`src/rtl/adm1278_poller.sv`:
```
// PMBus telemetry sequencer for one ADM1278: periodically reads VIN/VOUT/IOUT/TEMP1 through a
// shared transaction-level I2C master, and hands that master to a host requester between sequences.
module adm1278_poller #(
  parameter logic [6:0] I2C_ADR     = 7'h40,
  parameter int         POLL_PERIOD = 1000000,
  parameter int         TIMEOUT     = 65535
) (
  input  logic        clk_i,
  input  logic        rst_i,
  input  logic        enable_i,
  input  logic        poll_now_i,
  input  logic        host_req_i,
  output logic        host_gnt_o,
  output logic        i2c_valid_o,
  input  logic        i2c_ready_i,
  output logic [6:0]  i2c_adr_o,
  output logic [7:0]  i2c_cmd_o,
  input  logic        i2c_done_i,
  input  logic        i2c_nack_i,
  input  logic [15:0] i2c_data_i,
  output logic [11:0] vin_o,
  output logic [11:0] vout_o,
  output logic [11:0] iout_o,
  output logic [11:0] temp_o,
  output logic [3:0]  valid_o,
  output logic        update_o,
  output logic [7:0]  err_cnt_o,
  output logic        busy_o
);
  localparam int TW = $clog2(POLL_PERIOD + 1);
  localparam int WW = $clog2(TIMEOUT + 1);
  localparam logic [TW-1:0] RELOAD   = TW'(POLL_PERIOD - 1);
  localparam logic [WW-1:0] WDOG_MAX = WW'(TIMEOUT - 1);

  typedef enum logic [2:0] {IDLE, HOST, ISSUE, WAIT, STORE, ERR, NEXT} state_t;

  state_t           state_q;
  logic [TW-1:0]    timer_q;
  logic [WW-1:0]    wdog_q;
  logic             pending_q;
  logic [1:0]       idx_q;
  logic             valid_q, gnt_q, update_q;
  logic [7:0]       cmd_q, err_q;
  logic [11:0]      rdata_q;
  logic [3:0][11:0] chan_q;
  logic [3:0]       chv_q;
  logic             tick;
  logic             unused_hi;

  // Upper data nibble carries no measurement bits on the ADM1278.
  assign unused_hi = ^i2c_data_i[15:12];

  assign tick = enable_i && (timer_q == '0);

  function automatic logic [7:0] cmd_of(input logic [1:0] i);
    case (i)
      2'd0:    cmd_of = 8'h88;
      2'd1:    cmd_of = 8'h8B;
      2'd2:    cmd_of = 8'h8C;
      default: cmd_of = 8'h8D;
    endcase
  endfunction

  always_ff @(posedge clk_i) begin
    if (rst_i) begin
      state_q   <= IDLE;
      timer_q   <= RELOAD;
      wdog_q    <= '0;
      pending_q <= 1'b0;
      idx_q     <= '0;
      valid_q   <= 1'b0;
      gnt_q     <= 1'b0;
      update_q  <= 1'b0;
      cmd_q     <= '0;
      err_q     <= '0;
      rdata_q   <= '0;
      chan_q    <= '0;
      chv_q     <= '0;
    end else begin
      update_q <= 1'b0;
      if (!enable_i || timer_q == '0) timer_q <= RELOAD;
      else                            timer_q <= timer_q - 1'b1;

      case (state_q)
        IDLE: begin
          if (host_req_i) state_q <= HOST;
          else if (pending_q) begin
            state_q   <= ISSUE;
            idx_q     <= 2'd0;
            valid_q   <= 1'b1;
            cmd_q     <= cmd_of(2'd0);
            pending_q <= 1'b0;
          end
        end
        HOST: begin
          if (!host_req_i) begin
            state_q <= IDLE;
            gnt_q   <= 1'b0;
          end else gnt_q <= 1'b1;
        end
        ISSUE: begin
          if (i2c_ready_i) begin
            valid_q <= 1'b0;
            wdog_q  <= '0;
            state_q <= WAIT;
          end
        end
        WAIT: begin
          // A completion in the same cycle as the watchdog expiry still counts as done.
          if (i2c_done_i && !i2c_nack_i) begin
            rdata_q <= i2c_data_i[11:0];
            state_q <= STORE;
          end else if (i2c_done_i || wdog_q == WDOG_MAX) state_q <= ERR;
          else wdog_q <= wdog_q + 1'b1;
        end
        STORE: begin
          chan_q[idx_q] <= rdata_q;
          chv_q[idx_q]  <= 1'b1;
          state_q       <= NEXT;
        end
        ERR: begin
          chv_q[idx_q] <= 1'b0;
          if (err_q != 8'hFF) err_q <= err_q + 1'b1;
          state_q <= NEXT;
        end
        NEXT: begin
          if (idx_q == 2'd3) begin
            state_q  <= IDLE;
            update_q <= 1'b1;
          end else begin
            idx_q   <= idx_q + 1'b1;
            cmd_q   <= cmd_of(idx_q + 1'b1);
            valid_q <= 1'b1;
            state_q <= ISSUE;
          end
        end
        default: state_q <= IDLE;
      endcase

      // A new request always survives, even in the cycle that consumes the old one.
      if (tick || poll_now_i) pending_q <= 1'b1;
    end
  end

  assign host_gnt_o  = gnt_q;
  assign i2c_valid_o = valid_q;
  assign i2c_adr_o   = I2C_ADR;
  assign i2c_cmd_o   = cmd_q;
  assign vin_o       = chan_q[0];
  assign vout_o      = chan_q[1];
  assign iout_o      = chan_q[2];
  assign temp_o      = chan_q[3];
  assign valid_o     = chv_q;
  assign update_o    = update_q;
  assign err_cnt_o   = err_q;
  assign busy_o      = (state_q != IDLE) && (state_q != HOST);
endmodule

```
`config.mk`:
```
export PLATFORM = sky130hd
export DESIGN_NAME = adm1278_poller
export DESIGN_NICKNAME = d
export VERILOG_FILES = /design/src/rtl/adm1278_poller.sv
export SDC_FILE = /design/constraint.sdc
export NUM_CORES = 1
export LEC_CHECK = 0
export CAP_MARGIN = 25
export CORE_UTILIZATION = 43
export CTS_CLUSTER_SIZE = 30
export DETAILED_ROUTE_END_ITERATION = 10
export PLACE_DENSITY = 0.76
export RECOVER_POWER = 100
export SYNTH_ARGS = -nofsm -noshare
export SYNTH_HDL_FRONTEND = slang
export SYNTH_SLANG_ARGS = --single-unit
```
`constraint.sdc`:
```
create_clock -name clk_i -period 3.7 [get_ports clk_i]
set_input_delay 1.11 -clock clk_i [delete_from_list [all_inputs] [get_ports clk_i]]
set_output_delay 1.11 -clock clk_i [all_outputs]
set_load 0.01 [all_outputs]
```
==> impl_metrics.json <==
{
  "crit_chain": "nor2_1 -> inv_1 -> dlygate4sd3_1",
  "critPathCaptureType": "primary output",
  "status": "finished, final reports clean",
  "use_met2_pct": 35.6,
  "drc": 0,
  "ys_seq_area_share_pct": 45.2,
  "grt_overflow": 0,
  "finalSetupTns_ps": 0,
  "setup_viol": 0,
  "core_area_um2": 12000,
  "viasPerCell": 5.54,
  "grt_antenna_before_repair": 0,
  "grt_use_met1_pct": 28.4,
  "cp_max_fo": 18,
  "mostFrequentLayoutCells": "nand2_1 (149), dfxtp_1 (119), a21oi_1 (80), dlygate4sd3_1 (72), nor2_1 (37)",
  "synth.distinct_cells": 62,
  "wl_um": 13600,
  "rows": 40,
  "dr.pass1.iters": 5,
  "io_pins": 103,
  "postCtsSetupBuffers": 0,
  "syn_area_um2": 5270,
  "ir_drop_uv": 341,
  "use_met3_pct": 5.62,
  "max_freq_ghz": 0.319,
  "grt_pass1_wl_um": 22500,
  "cts_resized": 0,
  "max_stage_delay_ps": 710,
  "start_util_pct": 44.0,
  "cts_tree": "done",
  "syn_inst": 645,
  "cts_made_buffers": 17,
  "dieWidth_um": 113,
  "n_antenna_cell": 0,
  "clk_latency_ps": 420,
  "arrival_ps": 2030,
  "worst_pin_slew_ps": 1250,
  "drtIter0Drc": 331,
  "synth_ff_type": "dfxtp_1",
  "r2r_setup_slack_ps": 1190,
  "power_uw": 3140,
  "ys_ff_latch": 119,
  "first_global_vias": 4676,
  "final_hold_viol_count": 0,
  "portBuffers": 88,
  "slew_violations": 0,
  "cts.sink_count": 119,
  "gp_congestion": 0.840,
  "leakagePower_uw": 0.00249,
  "ctsRootBufferMaster": "clkbuf_16",
  "cp_slowest_cell": "dfxtp_1",
  "post_drt_wl_per_cell_um": 15.4,
  "startpoint_type": "flip-flop",
  "dieArea_um2": 12700,
  "finalCriticalPeriod_ps": 3140,
  "cp.required_ps": 2590,
  "drive_gt1_share_pct": 6.55,
  "grt_busiest_layer": "met2",
  "clkTransAtPathRegs_ps": 60,
  "finClkSkew_ps": 7.86,
  "die_h_um": 113,
  "ant_nets": 0,
  "cts_max_level": 4,
  "crit_type": "reg2out",
  "syn_area_per_cell_um2": 8.17,
  "yosysWarnings": 0,
  "cts_hold_buf": 0,
  "dp_hpwl_um": 9350,
  "power_per_cell_area_nw_per_um2": 467,
  "grt_max_degree": 62,
  "area_growth_pct": 27.7,
  "async_flop_share_pct": 0,
  "dr_total_vias": 4875,
  "clockBufferDepth": 2,
  "rsz0062_at_grt": "no",
  "finalCritPeriodShare_pct": 84.8,
  "slew_headroom_pct": 16.6,
  "drv_cap": 0,
  "grt_use_total_pct": 22.3,
  "synth_edf_count": 0,
  "hp-class": "reg2reg",
  "final_common_cell": "nand2_1",
  "layout.nets": 753
}
==> per-stage QoR <==
step,utilization (%),cell area (µm²),instances,hold WS [ps],setup WS (ps)
after floorplan,-,5300,653,393,1450
after global placement,51.7,6180,847,408,589
after detailed placement,51.7,6180,847,429,523
after CTS,56.5,6760,879,442,615
after global routing,56.3,6730,880,476,466
final,56.3,6730,880,448,564
==> critical path: cells and delay by family (launching register included) <==
family	cells	cell delay, ps
simple gates	1	220
buf+inv	2	680
flops	1	710
==> synthesized netlist by cell type (5+ instances only) <==
cell type	n	area (µm²)
nor2_1	37	139
and3_1	5	31.3
xor2_1	6	52.6
o21ai_0	10	50.1
buf_4	11	82.6
nand3b_1	7	52.6
nand2_1	149	559
nand3_1	19	95.1
o41ai_1	7	61.3
a21oi_1	80	400
a211oi_1	5	37.5
inv_1	13	48.8
ha_1	9	113
clkbuf_1	28	105
nor4_1	9	56.3
nand4_1	10	62.6
mux2i_1	6	60.1
nor2b_1	8	50.1
or4_1	11	82.6
nor3_1	11	55.1
dfxtp_1	119	2380
xnor2_1	13	114
==> routing by layer <==
| metal | share of wire [%] | vias up | wire length (µm) |
|---|---|---|---|
| met3 | 6.0 | 27 | 811 |
| met4 | 2.8 | 0 | 378 |
| met2 | 47 | 168 | 6350 |
| li1 | - | 2400 | - |
| met5 | 0 | - | 0 |
| met1 | 44 | 2280 | 6030 |
==> power by group <==
part / internal [µW] / switching [µW] / leakage [µW]
combinational: 89.1 / 118 / 0.00125
clock: 959 / 645 / 0.000281
sequential: 1300 / 32.0 / 0.000960
total: 2350 / 795 / 0.00249
==> final cells by class <==
cell class | count | area (µm²)
clock buffer | 18 | 439
inverter | 14 | 52.6
clock inverter | 14 | 140
timing repair buffer | 95 | 917
sequential | 119 | 2380
multi-input combinational | 473 | 2620
fill | 1075 | 5230
tap | 147 | 184
==> sequential cells by signal (all words and copies together), names as in the netlist, named ones only <==
name / count
iout_o: 12
vin_o: 12
idx_q: 1
rdata_q: 12
i2c_valid_o: 1
err_cnt_o: 8
pending_q: 1
temp_o: 12
host_gnt_o: 1
wdog_q: 16
vout_o: 12
timer_q: 20
state_q: 3
update_o: 1
i2c_cmd_o: 3
==> final timing paths <==
| path | endpoint | from | depth (start not counted) |
|---|---|---|---|
| worst min register to register | timer_q[0] | timer_q[0] | 1 |
| worst min-delay path | timer_q[0] | timer_q[0] | 1 |
| worst max register to register | i2c_cmd_o[1] | state_q[2] | 4 |
| worst max-delay path | busy_o | state_q[2] | 3 |
==> cells by family (layout without fill, tap and decap cells) <==
kind of cell	Yosys count	in the layout	synth area share [%]
and+or+nand+nor	297	297	27.7
muxes	6	6	1.14
buffers and inverters	61	141	5.22
adders and majority gates	9	9	2.14
other	2	10	0.143
AOI/OAI and AO/OA	132	132	15.3
xor gates and xnor gates	19	19	3.16
DFF	119	119	45.2
Power figures use the tool's default switching activity.
